--- config.mk ---
export PLATFORM = sky130hd
export DESIGN_NAME = shot_launcher
export DESIGN_NICKNAME = d
export VERILOG_FILES = /design/src/rtl/shot_launcher.sv
export SDC_FILE = /design/constraint.sdc
export NUM_CORES = 1
export LEC_CHECK = 0
export BUFFER_PORTS_ARGS = -buffer_cell sky130_fd_sc_hd__buf_2
export CAP_MARGIN = 25
export CORE_MARGIN = 1.5
export CORE_UTILIZATION = 45
export DETAILED_ROUTE_END_ITERATION = 10
export PLACE_DENSITY_LB_ADDON = 0.15
export SLEW_MARGIN = 20
export SYNTH_ARGS = -nofsm -noshare
export SYNTH_HDL_FRONTEND = slang
export SYNTH_SLANG_ARGS = --single-unit
--- constraint.sdc ---
create_clock -name clk -period 7.29 [get_ports clk]
set_clock_uncertainty 0.2 [all_clocks]
set_input_delay 2.187 -clock clk [delete_from_list [all_inputs] [get_ports clk]]
set_output_delay 2.187 -clock clk [all_outputs]
set_load 0.005 [all_outputs]
--- src/rtl/shot_launcher.sv ---
// Missile spawner/mover: up to MAX_SHOTS shots launched from the ship along its heading, Q.6 positions.
// Define SHOT_WRAP_EN to wrap shots at screen edges; otherwise a shot leaving the screen retires.
module shot_launcher #(
    parameter int WIDTH      = 640,
    parameter int HEIGHT     = 480,
    parameter int MAX_SHOTS  = 4,
    parameter int SHOT_SPEED = 8,
    parameter int LIFETIME   = 48,
    parameter int COOLDOWN   = 6
) (
    input  logic                                         clk,
    input  logic                                         reset,
    input  logic                                         frame_pulse,
    input  logic                                         game_over,
    input  logic                                         fire,
    input  logic [$clog2(WIDTH)-1:0]                     ship_x,
    input  logic [$clog2(HEIGHT)-1:0]                    ship_y,
    input  logic signed [17:0]                           sin_val,
    input  logic signed [17:0]                           cos_val,
    input  logic [MAX_SHOTS-1:0]                         shot_hit,
    output logic [MAX_SHOTS-1:0]                         shot_valid,
    output logic [MAX_SHOTS-1:0][$clog2(WIDTH)-1:0]      shot_x,
    output logic [MAX_SHOTS-1:0][$clog2(HEIGHT)-1:0]     shot_y,
    output logic                                         fire_snd
);
    localparam int XW = $clog2(WIDTH);
    localparam int YW = $clog2(HEIGHT);
    localparam int PW = 18;
    localparam int VW = 13;
    localparam logic signed [PW-1:0] X_LIM = PW'(WIDTH * 64);
    localparam logic signed [PW-1:0] Y_LIM = PW'(HEIGHT * 64);
    localparam logic [7:0] LIFE_INIT = 8'(LIFETIME);
    localparam logic [5:0] CD_INIT   = 6'(COOLDOWN);

    logic                 fire_q;
    logic [5:0]           cd_q;
    logic                 fire_snd_q;
    logic [MAX_SHOTS-1:0] valid_q;
    logic [MAX_SHOTS-1:0] free_slots;
    logic [MAX_SHOTS-1:0] launch_sel;
    logic                 launch_ok;

    // Velocity: 18x4 signed product, arithmetic shift by 10 gives Q.6 pixels/frame.
    logic signed [22:0] cos_ext, sin_ext, speed_ext, vx_prod, vy_prod;
    logic signed [VW-1:0] vx_new, vy_new;

    assign cos_ext   = {{5{cos_val[17]}}, cos_val};
    assign sin_ext   = {{5{sin_val[17]}}, sin_val};
    assign speed_ext = 23'(SHOT_SPEED);
    assign vx_prod   = cos_ext * speed_ext;
    assign vy_prod   = sin_ext * speed_ext;
    assign vx_new    = vx_prod[22:10];
    assign vy_new    = vy_prod[22:10];

    // A slot being hit this cycle is not offered for launch.
    assign free_slots = ~valid_q & ~shot_hit;
    assign launch_ok  = fire & ~fire_q & (cd_q == 6'd0) & ~game_over & (|free_slots);
    assign launch_sel = launch_ok ? (free_slots & (~free_slots + MAX_SHOTS'(1))) : '0;

    always_ff @(posedge clk) begin
        if (reset) begin
            fire_q     <= 1'b0;
            cd_q       <= 6'd0;
            fire_snd_q <= 1'b0;
        end else begin
            fire_q     <= fire;
            fire_snd_q <= launch_ok;
            if (game_over)
                cd_q <= 6'd0;
            else if (launch_ok)
                cd_q <= CD_INIT;
            else if (frame_pulse && cd_q != 6'd0)
                cd_q <= cd_q - 6'd1;
        end
    end

    assign fire_snd   = fire_snd_q;
    assign shot_valid = valid_q;

    generate
        for (genvar gi = 0; gi < MAX_SHOTS; gi++) begin : g_slot
            logic                 v_q, v_d;
            logic signed [PW-1:0] px_q, px_d, py_q, py_d;
            logic signed [VW-1:0] vx_q, vx_d, vy_q, vy_d;
            logic [7:0]           life_q, life_d, life_dec;
            logic signed [PW-1:0] px_adv, py_adv, px_fix, py_fix;
            logic                 leave;

            always_comb begin
                v_d      = v_q;
                px_d     = px_q;
                py_d     = py_q;
                vx_d     = vx_q;
                vy_d     = vy_q;
                life_d   = life_q;
                life_dec = life_q - 8'd1;
                px_adv   = px_q + PW'(vx_q);
                py_adv   = py_q + PW'(vy_q);
`ifdef SHOT_WRAP_EN
                leave  = 1'b0;
                px_fix = px_adv;
                py_fix = py_adv;
                if (px_adv < 0)
                    px_fix = px_adv + X_LIM;
                else if (px_adv >= X_LIM)
                    px_fix = px_adv - X_LIM;
                if (py_adv < 0)
                    py_fix = py_adv + Y_LIM;
                else if (py_adv >= Y_LIM)
                    py_fix = py_adv - Y_LIM;
`else
                px_fix = px_adv;
                py_fix = py_adv;
                leave  = (px_adv < 0) || (px_adv >= X_LIM) || (py_adv < 0) || (py_adv >= Y_LIM);
`endif
                if (game_over || shot_hit[gi]) begin
                    v_d = 1'b0;
                end else if (launch_sel[gi]) begin
                    v_d    = 1'b1;
                    px_d   = PW'({ship_x, 6'b0});
                    py_d   = PW'({ship_y, 6'b0});
                    vx_d   = vx_new;
                    vy_d   = vy_new;
                    life_d = LIFE_INIT;
                end else if (frame_pulse && v_q) begin
                    life_d = life_dec;
                    px_d   = px_fix;
                    py_d   = py_fix;
                    if (life_dec == 8'd0 || leave)
                        v_d = 1'b0;
                end
            end

            always_ff @(posedge clk) begin
                if (reset) begin
                    v_q    <= 1'b0;
                    px_q   <= '0;
                    py_q   <= '0;
                    vx_q   <= '0;
                    vy_q   <= '0;
                    life_q <= 8'd0;
                end else begin
                    v_q    <= v_d;
                    px_q   <= px_d;
                    py_q   <= py_d;
                    vx_q   <= vx_d;
                    vy_q   <= vy_d;
                    life_q <= life_d;
                end
            end

            assign valid_q[gi] = v_q;
            assign shot_x[gi]  = px_q[XW+5:6];
            assign shot_y[gi]  = py_q[YW+5:6];
        end
    endgenerate
endmodule

Word-level counts from Yosys, hierarchy flattened. Cells that the tools add are included.

Bits in registers: 276.

Add/subtract/negate cells: 14. Magnitude comparators: 16. Multiplexer cells: 39. Bitwise operators: 15. Reductions and logical operators: 59.

Operator list (count): 18-bit 2-to-1 mux (16); 18-bit by 11-bit adder with 18-bit output (8); 18-bit by 1-bit < comparator with 1-bit output (second input constant) (8); 18-bit by 16-bit greater-or-equal comparator with 1-bit output (second input constant) (4); 18-bit by 17-bit greater-or-equal comparator with 1-bit output (second input constant) (4); 8-bit 2-to-1 mux (8); 8-bit logical NOT (4); 8-bit by 1-bit subtractor with 8-bit output (second input constant) (4); 2-bit AND reduction (12); 1-bit logical OR (20); 2-bit nonzero test (9); 1-bit 2-to-1 mux (12); 4-bit NOT (3); 2-bit OR reduction (5); 4-bit bitwise AND (2); 6-bit logical NOT (1); 3-bit 2-to-1 mux (2); 1-bit NOT (6); 6-bit nonzero test (1); 6-bit by 1-bit subtractor with 6-bit output (second input constant) (1); 1-bit logical AND (5); 4-bit by 1-bit adder with 4-bit output (second input constant) (1); 1-bit bitwise AND (4); 4-bit 2-to-1 mux (1); 2 further kinds (2).

Depth between registers and ports, before layout.
Depth after elaboration: 9. Depth in mapped cells: 12. Gate-level depth less buffers: 12.

Worst setup path before layout. Ideal clock, no wire load.

Kind: input-to-reg. Start: input port game_over. End: register g_slot[3].px_q[1]. Setup time: 128 ps. Arrival time: 3645 ps. Required time: 6962 ps. Slack: 3318 ps. Stages: 7. Cell sequence: nor2_1 -> nand3_2 -> or4_1 -> clkbuf_1 -> clkbuf_1 -> a31oi_1 -> nor2_1.

Longest elaborated chain between the ends: 6. Elaborated cells between the ends (all ways): 9. Those cells by class: 2 x mux; 4 x bitwise; 3 x reduce/logical.

Ends and longest elaborated chain: start, declared (line 14) `input logic game_over,`; 1-bit NOT (line 57) `assign launch_ok = fire & ~fire_q & (cd_q == 6'd0) & ~game_over & (|free_slots);`; 1-bit bitwise AND (2 in a row) (line 57); 4-bit 2-to-1 mux (line 58) `assign launch_sel = launch_ok ? (free_slots & (~free_slots + MAX_SHOTS'(1))) : '0;`; 2-bit nonzero test (no source line); 2-bit AND reduction (no source line); end signal, assigned (line 144) `px_q <= px_d;`; end, declared (line 83) `logic signed [PW-1:0] px_q, px_d, py_q, py_d;`.

Parallel ways exist; a longest one is shown, timed or not. A chain may end at the register's enable or synchronous reset.

Worst setup path after layout.
Start: input port reset. End: register g_slot[1].v_q.

Longest elaborated chain between the ends: 1.

Ends and longest elaborated chain: start, declared (line 12) `input logic reset,`; 2-bit OR reduction (no source line); end signal, assigned (line 143) `v_q <= v_d;`; end, declared (line 82) `logic v_q, v_d;`.

No other way between the ends.

==> out/qor.yml <==
worst_setup_path:
  path_max_fanout: 95
  required_ns: 7.55
  regToRegEndpoint: "g_slot[3].v_q"
  r2r_setup_slack_ns: 3.95
  cp-startpoint: "reset"
  crit_type: "in -> reg"
  end_kind: "register"
  r2r-start: "g_slot[3].py_q[0]"
  arrival_ns: 4.32
  cp-start-kind: "primary input"
  r2r_cells: 11
routing:
  drt_wl_total_mm: 53.4
  ant_nets: 0
  vias: 16500
  drt-pass1-iter-count: 5
  post-route-drc-count: 0
  drt_iter0_drc: 1149
  wl_per_cell_um: 18.5
  vias_per_cell: 5.72
cts:
  cts_resized: 0
  numCtsBuffers: 35
  cts_setup_buffers: 0
  clk_pin_slew_ns: 0.05
  postCtsHoldBufs: 0
  htreeDepth: 2
  cts.sinks: 276
  clock-root-buffer: "clkbuf_16"
  cts_max_path_buffers: 3
  cts_tree: "yes"
  clkLatencyLatePin_ns: 0.55
logic_synthesis:
  synth_nets: 2556
  synth_top_cell_area_share_pct: 30.6
  synth-edff-count: 0
  synth-seq-cells: 276
  synth.largest_area_cell: "dfxtp_1"
  netlist_area_sq_um: 18000
  ys_seq_area_share_pct: 30.6
  synth_flop_cell: "dfxtp_1"
  syn_inst: 2338
  ys_warn_count: 0
  synth-async-reset-ratio_pct: 0
  synth_area_leaders: "dfxtp_1, ha_1, a21oi_1, nand2_1, nor2_1"
  synth.avg_cell_area_sq_um: 7.71
  ys_types: 85
global_route:
  grt_pass1_wl_mm: 83.3
  antenna_found_initial: 5
  grt_pass1_vias: 15400
  grt_max_degree: 174
  grt_overflow_total: 0
  grt_use_total_pct: 25.4
job:
  maxCapViolCount: 0
die:
  die_w_um: 203
  die_y_um: 203
  die-area_sq_um: 41300
  pin_count: 145
  initial_core_util_pct: 45.5
  fp.coreArea_sq_um: 39600
  fp-row-count: 73
place:
  dpl_cell_area_sq_um: 18500
  place_congestion: 0.876
  place_hpwl_mm: 36.1
  placed_cells: 2816
  pre_cts_ws_ns: 2.70
  port-buffer-count: 130
sta:
  hold_viol: 0
  fin_ws_ns: 3.24
  tns_ns: 0
  period_needed_ns: 4.05
  worst_slew_pin_slew_ns: 0.838
  finalCritPeriodShare_pct: 55.6
  slew-limit-headroom_pct: 44.1
  slew_viol_final: 0
  rsz0062_at_grt: "no"
  setup_viol: 0
  fmax_ghz: 0.247
worst_hold_path:
  min_to: "g_slot[0].py_q[0]"
  hold_path_class: "reg -> reg"
  worstHoldStart: "g_slot[0].py_q[0]"
  holdPathStages: 2
final_layout:
  finalNetCount: 2546
  layout_commonest_cell: "nand2_1"
  layout_common_cells: "nand2_1, a21oi_1, dfxtp_1"
  drive_above_1_share_pct: 10.4
  instances_no_fill: 2880
  final_area_sq_um: 19800
  nFillCells: 3886
  area_growth_pct: 9.52
run_status:
  status: "finished, final reports clean"
power:
  power.density_nw_per_um2: 190
  peakVddDrop_mv: 0.162
  p_leak_nw: 8.20
==> metal layers <==
metal / routed length, um / global-route usage [%] / part of all wire, %
met5: 28 / 0 / 0.052
met4: 1970 / 10.6 / 3.7
met3: 2860 / 3.77 / 5.4
met2: 24000 / 41.3 / 45
met1: 24500 / 33.7 / 46
==> critical path, stage by stage <==
cell      delay, ns
clkbuf_8       0.35
or2_2          0.53
nor2_1         0.35
nand3_1        0.12
nor4_1         0.33
nand3_1        0.15
o31ai_1        0.23
==> flip-flops by register name, summed over array words and instances, names as in the netlist <==
signal	count
g_slot.py_q	72
g_slot.life_q	32
cd_q	6
fire_q	1
g_slot.vx_q	44
g_slot.px_q	72
g_slot.vy_q	44
fire_snd	1
g_slot.v_q	4
==> power by group <==
part           switching (W)  internal [W]  total [W]
clock network       0.000701       0.00117    0.00188
logic               0.000210      0.000101   0.000311
registers          0.0000261       0.00154    0.00156
==> synthesized netlist by cell type, drive strengths merged, types with 4 or more instances <==
cell,n
o21ai,93
o21a,28
fa,8
nor4b,5
a31oi,29
a211oi,35
ha,146
xnor2,82
a221o,4
nand3b,11
and2,5
nor2b,20
inv,40
a221oi,4
a21oi,284
nand3,58
or4,5
o21bai,13
nand2b,17
a21o,39
o211ai,17
o211a,4
xor2,52
o31a,6
nand4,11
nand2,372
a2111oi,7
or3,11
nor3b,6
a211o,10
clkbuf,110
dfxtp,276
o31ai,9
nor4,8
and3,12
a22oi,6
or2,6
nor3,54
a31o,4
nor2,251
a311oi,53
buf,85
==> cells by family after synthesis <==
logic type	Yosys count	share of synthesized area, %
AO/OA/AOI/OAI	673	23.9
buffers and inverters	235	6.58
AND/OR/NAND/NOR	862	21.0
adder cells (fa/ha/maj)	154	11.0
multiplexers	4	0.257
flip-flops	276	30.6
XOR/XNOR	134	6.55
==> how the worst max path moves through the flow <==
| stage | cells after the start | end | slack (ns) |
|---|---|---|---|
| 6_report | 7 | g_slot[1].v_q | 3.24 |
| 2_1_floorplan | 7 | g_slot[3].px_q[1] | 3.32 |
| 5_1_grt | 9 | g_slot[0].life_q[3] | 3.04 |
| 3_3_place_gp | 7 | g_slot[0].px_q[5] | 2.52 |
| 4_1_cts | 9 | g_slot[0].life_q[3] | 3.26 |
| 3_5_place_dp | 9 | g_slot[0].life_q[3] | 2.70 |
==> through the flow <==
step	utilization, %	hold WS, ns	power, W
floorplan	-	0.236	0.00179
global placement	46.7	0.243	0.00190
detailed placement	46.7	0.250	0.00190
CTS	49.8	0.258	0.00379
global route	49.8	0.274	0.00388
finish	49.8	0.257	0.00375
==> area by class of cell <==
type | instances | area, sq um | share of cell area [%]
Inverter | 40 | 150 | 0.760
Tap cell | 525 | 657 | 3.33
Clock buffer | 47 | 1000 | 5.07
Timing Repair Buffer | 148 | 811 | 4.10
Clock inverter | 15 | 231 | 1.17
Antenna cell | 2 | 5.00 | 0.0253
Multi-Input combinational cell | 1827 | 11400 | 57.6
Sequential cell | 276 | 5530 | 28.0
No activity file was read; power rests on OpenSTA's default activity.
